### config.mk
export PLATFORM = sky130hd
export DESIGN_NAME = boe_result_rx_flat
export DESIGN_NICKNAME = d
export VERILOG_FILES = /design/src/rtl/boe_result_rx_if.sv /design/src/rtl/boe_result_rx.sv /design/src/flat_wrapper.sv
export SDC_FILE = /design/constraint.sdc
export NUM_CORES = 1
export LEC_CHECK = 0
export ABC_AREA = 1
export BUFFER_PORTS_ARGS = -buffer_cell sky130_fd_sc_hd__buf_2
export CORE_AREA = 2 2 171 122
export DETAILED_ROUTE_END_ITERATION = 12
export DIE_AREA = 0 0 173 124
export GPL_ROUTABILITY_DRIVEN = 0
export GPL_TIMING_DRIVEN = 0
export SYNTH_ARGS = -nofsm -noshare
export SYNTH_HDL_FRONTEND = slang
export SYNTH_SLANG_ARGS = --single-unit
### constraint.sdc
create_clock -name clk -period 4.1 [get_ports clk]
set_input_delay 0.82 -clock clk [delete_from_list [all_inputs] [get_ports clk]]
set_output_delay 0.82 -clock clk [all_outputs]
set_load 0.02 [all_outputs]
### src/rtl/boe_result_rx_if.sv
// Bus bundle for the BOE result-stream checker: frame control and result words in,
// registered frame summary out. Stats counters appear only when BOE_RX_STATS_EN is defined.
interface boe_result_rx_if #(
    parameter int DW = 8,
    parameter int RW = 11
);
    logic          start;
    logic [2:0]    frame_num;
    logic          res_valid;
    logic [RW-1:0] result;

    logic          busy;
    logic          frame_done;
    logic          frame_ok;
    logic [3:0]    err_code;
    logic [DW-1:0] max_q;
    logic [RW-1:0] sum_q;
    logic [DW-1:0] min_q;
`ifdef BOE_RX_STATS_EN
    logic [7:0]    ok_cnt;
    logic [7:0]    err_cnt;

    modport master (
        output start, frame_num, res_valid, result,
        input  busy, frame_done, frame_ok, err_code, max_q, sum_q, min_q, ok_cnt, err_cnt
    );
    modport slave (
        input  start, frame_num, res_valid, result,
        output busy, frame_done, frame_ok, err_code, max_q, sum_q, min_q, ok_cnt, err_cnt
    );
`else
    modport master (
        output start, frame_num, res_valid, result,
        input  busy, frame_done, frame_ok, err_code, max_q, sum_q, min_q
    );
    modport slave (
        input  start, frame_num, res_valid, result,
        output busy, frame_done, frame_ok, err_code, max_q, sum_q, min_q
    );
`endif
endinterface

### src/rtl/boe_result_rx.sv
// Receive-side checker for the BOE result stream: MAX, SUM, then N descending words per frame.
// Optional BOE_RX_STATS_EN adds saturating ok/err frame counters.
module boe_result_rx #(
    parameter int DW   = 8,
    parameter int RW   = 11,
    parameter int NMAX = 6
) (
    input  logic             clk,
    input  logic             rst,
    boe_result_rx_if.slave   bus
);
    typedef enum logic [2:0] {
        IDLE,
        GET_MAX,
        GET_SUM,
        GET_SORT,
        DONE
    } state_t;

    localparam logic [2:0] NMAX_L = 3'(NMAX);

    state_t        state_q;
    logic [2:0]    n_q;
    logic [2:0]    idx_q;
    logic [RW-1:0] acc_q;
    logic [RW-1:0] prev_q;
    logic [RW-1:0] max_cap_q;
    logic [RW-1:0] sum_cap_q;
    logic [3:0]    err_q;

    logic          busy_q;
    logic          done_q;
    logic          ok_q;
    logic [3:0]    err_code_q;
    logic [DW-1:0] max_out_q;
    logic [RW-1:0] sum_out_q;
    logic [DW-1:0] min_out_q;

    logic          start_legal;
    logic          word_range_err;
    logic          last_word;
    logic [RW-1:0] acc_d;
    logic [3:0]    err_d;
    logic [3:0]    final_err_d;

    assign start_legal    = (bus.frame_num != 3'd0) && (bus.frame_num <= NMAX_L);
    assign word_range_err = |bus.result[RW-1:DW];
    assign last_word      = (idx_q == n_q - 3'd1);
    assign acc_d          = acc_q + bus.result;

    // Error bits contributed by the sorted word currently on the bus.
    always_comb begin
        err_d = err_q;
        if ((idx_q == 3'd0) && (bus.result != max_cap_q)) err_d[0] = 1'b1;
        if ((idx_q != 3'd0) && (bus.result > prev_q))     err_d[1] = 1'b1;
        if (word_range_err)                               err_d[3] = 1'b1;
        final_err_d    = err_d;
        final_err_d[2] = (acc_d != sum_cap_q);
    end

    always_ff @(posedge clk or posedge rst) begin
        if (rst) begin
            state_q    <= IDLE;
            n_q        <= '0;
            idx_q      <= '0;
            acc_q      <= '0;
            prev_q     <= '0;
            max_cap_q  <= '0;
            sum_cap_q  <= '0;
            err_q      <= '0;
            busy_q     <= 1'b0;
            done_q     <= 1'b0;
            ok_q       <= 1'b0;
            err_code_q <= '0;
            max_out_q  <= '0;
            sum_out_q  <= '0;
            min_out_q  <= '0;
        end else begin
            // NOTE: the pulse is defaulted low every cycle and only the DONE entry raises it,
            // so frame_done can never stick high; sequential state uses <= throughout.
            done_q <= 1'b0;

            if (bus.start) begin
                // Start always wins: aborts a frame in flight and drops any same-cycle word.
                idx_q     <= '0;
                acc_q     <= '0;
                prev_q    <= '0;
                max_cap_q <= '0;
                sum_cap_q <= '0;
                busy_q    <= 1'b1;
                if (start_legal) begin
                    n_q     <= bus.frame_num;
                    err_q   <= '0;
                    state_q <= GET_MAX;
                end else begin
                    n_q        <= '0;
                    err_q      <= 4'b1000;
                    state_q    <= DONE;
                    done_q     <= 1'b1;
                    ok_q       <= 1'b0;
                    err_code_q <= 4'b1000;
                    max_out_q  <= '0;
                    sum_out_q  <= '0;
                    min_out_q  <= '0;
                end
            end else begin
                case (state_q)
                    IDLE: begin
                        busy_q <= 1'b0;
                    end
                    GET_MAX: begin
                        if (bus.res_valid) begin
                            max_cap_q <= bus.result;
                            if (word_range_err) err_q[3] <= 1'b1;
                            state_q <= GET_SUM;
                        end
                    end
                    GET_SUM: begin
                        if (bus.res_valid) begin
                            sum_cap_q <= bus.result;
                            idx_q     <= '0;
                            state_q   <= GET_SORT;
                        end
                    end
                    GET_SORT: begin
                        if (bus.res_valid) begin
                            acc_q  <= acc_d;
                            prev_q <= bus.result;
                            err_q  <= err_d;
                            idx_q  <= idx_q + 3'd1;
                            if (last_word) begin
                                state_q    <= DONE;
                                done_q     <= 1'b1;
                                ok_q       <= (final_err_d == 4'b0000);
                                err_code_q <= final_err_d;
                                max_out_q  <= max_cap_q[DW-1:0];
                                sum_out_q  <= sum_cap_q;
                                min_out_q  <= bus.result[DW-1:0];
                            end
                        end
                    end
                    DONE: begin
                        state_q <= IDLE;
                        busy_q  <= 1'b0;
                    end
                    default: begin
                        state_q <= IDLE;
                        busy_q  <= 1'b0;
                    end
                endcase
            end
        end
    end

    assign bus.busy       = busy_q;
    assign bus.frame_done = done_q;
    assign bus.frame_ok   = ok_q;
    assign bus.err_code   = err_code_q;
    assign bus.max_q      = max_out_q;
    assign bus.sum_q      = sum_out_q;
    assign bus.min_q      = min_out_q;

`ifdef BOE_RX_STATS_EN
    logic [7:0] ok_cnt_q;
    logic [7:0] err_cnt_q;

    // Counts land at the end of the DONE cycle and saturate rather than wrap.
    always_ff @(posedge clk or posedge rst) begin
        if (rst) begin
            ok_cnt_q  <= '0;
            err_cnt_q <= '0;
        end else if (done_q) begin
            if (ok_q) begin
                if (ok_cnt_q != 8'hFF) ok_cnt_q <= ok_cnt_q + 8'd1;
            end else begin
                if (err_cnt_q != 8'hFF) err_cnt_q <= err_cnt_q + 8'd1;
            end
        end
    end

    assign bus.ok_cnt  = ok_cnt_q;
    assign bus.err_cnt = err_cnt_q;
`endif

endmodule

### src/flat_wrapper.sv
// flat-port wrapper written by rule: the top's interface ports become plain ports
module boe_result_rx_flat 
#(
    parameter int DW   = 8,
    parameter int RW   = 11,
    parameter int NMAX = 6
)
  (clk, rst, bus_start, bus_frame_num, bus_res_valid, bus_result, bus_busy, bus_frame_done, bus_frame_ok, bus_err_code, bus_max_q, bus_sum_q, bus_min_q);
  boe_result_rx_if #(.DW(DW), .RW(RW)) bus_i ();
  input  logic clk;
  input  logic rst;
  input wire logic [$bits(bus_i.start)-1:0] bus_start;
  input wire logic [$bits(bus_i.frame_num)-1:0] bus_frame_num;
  input wire logic [$bits(bus_i.res_valid)-1:0] bus_res_valid;
  input wire logic [$bits(bus_i.result)-1:0] bus_result;
  output wire logic [$bits(bus_i.busy)-1:0] bus_busy;
  output wire logic [$bits(bus_i.frame_done)-1:0] bus_frame_done;
  output wire logic [$bits(bus_i.frame_ok)-1:0] bus_frame_ok;
  output wire logic [$bits(bus_i.err_code)-1:0] bus_err_code;
  output wire logic [$bits(bus_i.max_q)-1:0] bus_max_q;
  output wire logic [$bits(bus_i.sum_q)-1:0] bus_sum_q;
  output wire logic [$bits(bus_i.min_q)-1:0] bus_min_q;
  assign bus_i.start = bus_start;
  assign bus_i.frame_num = bus_frame_num;
  assign bus_i.res_valid = bus_res_valid;
  assign bus_i.result = bus_result;
  assign bus_busy = bus_i.busy;
  assign bus_frame_done = bus_i.frame_done;
  assign bus_frame_ok = bus_i.frame_ok;
  assign bus_err_code = bus_i.err_code;
  assign bus_max_q = bus_i.max_q;
  assign bus_sum_q = bus_i.sum_q;
  assign bus_min_q = bus_i.min_q;
  boe_result_rx #(.DW(DW), .RW(RW), .NMAX(NMAX)) u_core (.clk(clk), .rst(rst), .bus(bus_i));
endmodule
==> Word level (Yosys, flattened, before mapping) <==
Index checks and enable logic that the tools add are counted.
{ "totals": {"ramBits": 0, "out_inout_bits": 34, "inputBits": 18, "wordCells": 120, "n_memories": 0, "rom_bits": 0, "latch_bits": 0, "regBits": 90} }
{ "op_classes": {"div": 0, "shifts": 0, "mux": 62, "n_lt_le_gt_ge": 2, "bitwise": 0, "eq_ne": 13, "reduce_logical": 24, "addsub": 3, "mul": 0} }
{ "ops": {"columns": ["cell", "n"], "rows": [
  ["11-bit two-way mux", 15],
  ["8-bit two-way mux", 9],
  ["3-bit two-way mux", 11],
  ["4-bit two-way mux", 8],
  ["11-bit != test", 2],
  ["1-bit two-way mux", 16],
  ["3-bit one-hot mux with 4 select lines", 1],
  ["3-bit nonzero test", 4],
  ["11-bit adder", 1],
  ["11-bit > comparator", 1],
  ["2-bit nonzero test", 5],
  ["3-bit != test, second input constant", 3],
  ["3-bit by 2-bit equality test with 1-bit output, second input constant", 2],
  ["3-bit zero test", 2],
  ["3-bit one-hot mux with 2 select lines", 1],
  ["2-bit AND reduction", 3],
  ["3-bit AND reduction", 2],
  ["3-bit OR reduction", 2],
  ["5-bit AND reduction", 1],
  ["4-bit zero test", 1],
  ["2-bit != test, second input constant", 2],
  ["4-bit AND reduction", 1],
  ["3-bit by 1-bit adder with 3-bit output, second input constant", 1],
  ["3-bit by 1-bit equality test with 1-bit output, second input constant", 1],
  ["7 further kinds", 9]
]} }

==> Logic depth before layout (Yosys ltp) <==
{ "logic_depth": {"word_depth": 8, "ltp_mapped": 17, "mapped_depth_nobuf": 17} }

==> Worst setup path after synthesis <==
Ideal clock, no wire load.
{ "synth_path": {"path_type": "input -> register", "startpoint": "input port bus_result[0]", "endpoint": "register u_core.err_code_q[2], in the netlist u_core.bus.err_code[2]", "t_required_ns": 3.984, "arrival_time_ns": 2.289, "slack_ns": 1.694, "n_path_buf": 0, "setup_time_ns": 0.116, "path_stages": 17, "path_cell_list": "ha_1 inv_1 fa_1 inv_1 nand2_1 nand2_2 nand3_1 nand2_1 nand2_1 nand2_1 nand2_1 nand2_1 nand3_1 nor2_2 nand2_1 nand2_1 nand2_1"} }
{ "synth_via": {"elab_chain_cells": 6} }
{ "synth_rtl": {"columns": ["element", "line_no", "source"], "rows": [
  ["from (decl)", "flat_wrapper.sv:15", "input wire logic [$bits(bus_i.result)-1:0] bus_result;"],
  ["11-bit adder", "boe_result_rx.sv:49", "assign acc_d = acc_q + bus.result;"],
  ["11-bit != test", "boe_result_rx.sv:58", "final_err_d[2] = (acc_d != sum_cap_q);"],
  ["4-bit two-way mux", "boe_result_rx.sv:131", "if (last_word) begin"],
  ["4-bit two-way mux", "boe_result_rx.sv:126", "if (bus.res_valid) begin"],
  ["4-bit two-way mux", "boe_result_rx.sv:107", "case (state_q)"],
  ["4-bit two-way mux", "boe_result_rx.sv:83", "if (bus.start) begin"],
  ["to (signal assigned)", "boe_result_rx.sv:135", "err_code_q <= final_err_d;"],
  ["to (decl)", "boe_result_rx.sv:34", "logic [3:0] err_code_q;"]
]} }
Every way passes these cells. The select of a mux whose other input is x is not followed.
A chain may end at the register's enable or synchronous reset.

==> Final worst setup path <==
Same ends and word-level chain as after synthesis.

==> impl_metrics.yaml <==
logic_synthesis:
  synth_edf_count: 0
  yosysWarnings: 0
  synthSimpleGateAreaFrac: 0.250
  ys_seq_elements: 90
  async_flop_share: 1.00
  yosys-mux-area-fraction: 0.00231
  synth_flop_cell: "dfrtp_1"
  postSynthCellCount: 613
  synth.area.top_cells: "dfrtp_1 (46%), nand2_1 (14%), inv_1 (6.7%)"
  synth.most_common_cell: "nand2_1"
  yosys.cell_types.count: 37
  synth_fa_ha_area_frac: 0.0656
  synth_fp_nets: 656
  synth_area_sq_um: 4880
  synth_top_family_by_area: "simple AND/OR/NAND/NOR gates"
  avgSynthCellArea_sq_um: 7.97
  synth-compound-area-share: 0.119
  seq_area_frac_synth: 0.461
  yosys.area.top_type: "dfrtp_1"
  synthXorXnorAreaFrac: 0.0143
  netlist.area_leader.share: 0.461
  synth_common_cells: "nand2_1 (181), dfrtp_1 (90), inv_1 (87), o21ai_0 (54), nand3_1 (34)"
worst_setup_path:
  cp.arrival_ns: 2.81
  cp.required_ns: 4.34
  crit_fanout: 3
  cp-start-kind: "input pin"
  regToRegStartpoint: "u_core.acc_q[0]"
  worstSetupPathType: "in2reg"
  r2r_end: "u_core.bus.err_code[2]"
  end_kind: "flip-flop"
  reg2regPathDepth: 17
  r2r_setup_slack_ns: 1.80
floorplan:
  die_y_microns: 124
  design.die.area_sq_um: 21500
  rows: 43
  ios: 52
  start_util: 0.248
  die_w_microns: 173
  coreArea_sq_um: 19700
global_route:
  grt_pass1_wl_microns: 22500
  grt_use_total: 0.136
  antenna_found_initial: 0
  overflow: 0
  grt_pass1_vias: 4121
  grt_max_degree: 61
power:
  p_total_w: 0.00221
  power_density_nw_per_um2: 379
  vdd_drop_max_uv: 183
  leakagePower_nw: 2.98
finish:
  nets: 719
  antennaDiodeCount: 0
  syn2layout_area_growth_pct: 19.7
  final-instance-count-excl-fill: 951
  drive_above_1_share: 0.151
clocking:
  clock-sinks: 90
  cts_setup_buffers: 0
  clkTransAtPathRegs_ns: 0.07
  clockRootBuffer: "clkbuf_16"
  clkLatencyLatePin_ns: 0.35
  cts-resized-gates: 0
  clockBufferDepth: 2
  postCtsHoldBufs: 0
  htreeDepth: 3
  cts_tree: "yes"
  cts_buffers: 9
placement:
  port_buffers: 51
  dp_slack_ns: 1.21
  dp_hpwl_microns: 10400
  dp.cells: 935
routing:
  ant_nets: 0
  routedWlPerCell_microns: 14.4
  wl_met1_microns: 7040
  top_layer_used: "met4"
  drtIter0Drc: 218
  drt-total-wl_microns: 13700
  drc: 0
  via_per_inst: 4.38
  met2WireLength_microns: 5620
  num_vias: 4170
  dr_wl_met3_microns: 816
  drt_pass1_iterations: 5
sta:
  setup_ws_ns: 1.54
  period_minus_slack_ns: 2.56
  slew_viol_final: 0
  slew_headroom: 0.465
  setup_viol_count_final: 0
  report.final.hold_viol_count: 0
  worst_pin_slew_ns: 0.799
  fmax_ghz: 0.390
  rsz0062_at_grt: "no"
  fin_skew_ns: 0.00776
  finalCritPeriodShare: 0.625
  whs_ns: 0.466
flow_run:
  cap_violations: 0
worst_hold_path:
  hp-class: "in2async"
status:
  status: "complete, no violations"
cells in the final DEF (no fill, tap or decap), types with 3 or more instances in the layout:
master,count
nand2_1,181
dfrtp_1,90
inv_1,86
o21ai_0,54
buf_2,54
nand3_1,34
nor2_1,33
ha_1,24
o22ai_1,16
o21ai_1,11
a21oi_1,10
nand4_1,9
clkbuf_16,9
nand2_2,7
inv_2,6
clkbuf_1,6
xor2_1,4
xnor2_1,4
nand3b_1,4
a22o_1,3
a32o_1,3
nor2_2,3
buf_4,3
cells by family after synthesis:
kind of cell | after synthesis
AO/OA/AOI/OAI | 103
XOR/XNOR | 8
adder cells (fa/ha/maj) | 25
buffers and inverters | 107
flip-flops | 90
multiplexers | 1
AND/OR/NAND/NOR | 279
stage by stage:
stage / area, sq um / utilization / TNS [ns]
3_3_place_gp: 5480 / 0.278 / -26.37
4_1_cts: 5850 / 0.297 / 0
3_5_place_dp: 5510 / 0.280 / 0
5_1_grt: 5850 / 0.297 / 0
6_report: 5850 / 0.297 / 0
2_1_floorplan: 4880 / - / 0
critical path, cell delays in order:
cell,delay [ns]
buf_2,0.12
ha_1,0.22
inv_1,0.07
fa_1,0.40
inv_1,0.12
nand2_1,0.12
nand2_2,0.10
nand3_1,0.09
nand2_1,0.07
nand2_1,0.06
nand2_1,0.08
nand2_1,0.05
nand2_1,0.07
nand3_1,0.11
nor2_2,0.13
nand2_1,0.06
nand2_1,0.06
nand2_1,0.04
where the power goes:
group	internal [W]	switching [W]	total, W
clock	0.000571	0.000374	0.000945
combinational	0.000101	0.000217	0.000318
sequential	0.000927	0.0000233	0.000951
total	0.00160	0.000614	0.00221
sequential cells by signal, indices dropped and copies added (netlist names):
signal                 count
u_core.state_q             3
u_core.bus.max_q           8
u_core.bus.sum_q          11
u_core.bus.min_q           8
u_core.max_cap_q          11
u_core.bus.err_code        4
u_core.n_q                 3
u_core.bus.frame_ok        1
u_core.prev_q             11
u_core.sum_cap_q          11
u_core.idx_q               3
u_core.bus.frame_done      1
u_core.err_q               3
u_core.acc_q              11
u_core.bus.busy            1
metal layers:
metal,track usage,up-vias
met1,0.196,1965
met3,0.0363,15
met2,0.199,83
met5,0,-
li1,-,2107
met4,0.0397,0
worst max-delay path by stage:
stage	endpoint	start	slack (ns)	depth (start not counted)
global placement	u_core.acc_q[9]	rst	-0.30	2
CTS	u_core.bus.err_code[2]	bus_result[0]	1.57	18
global route	u_core.bus.err_code[2]	bus_result[0]	1.37	18
finish	u_core.bus.err_code[2]	bus_result[0]	1.54	18
detailed placement	u_core.bus.err_code[2]	bus_result[0]	1.21	18
floorplan	u_core.acc_q[0]	rst	0.94	1
final cells by class:
type	instances	area, sq um
tap	270	338
clock inverter	5	85.1
fill	2141	13800
sequential	90	2250
buffer	14	82.6
clock buffer	11	253
inverter	93	352
timing repair buffer	52	283
multi-input combinational	416	2200
Power figures use the tool's default switching activity.
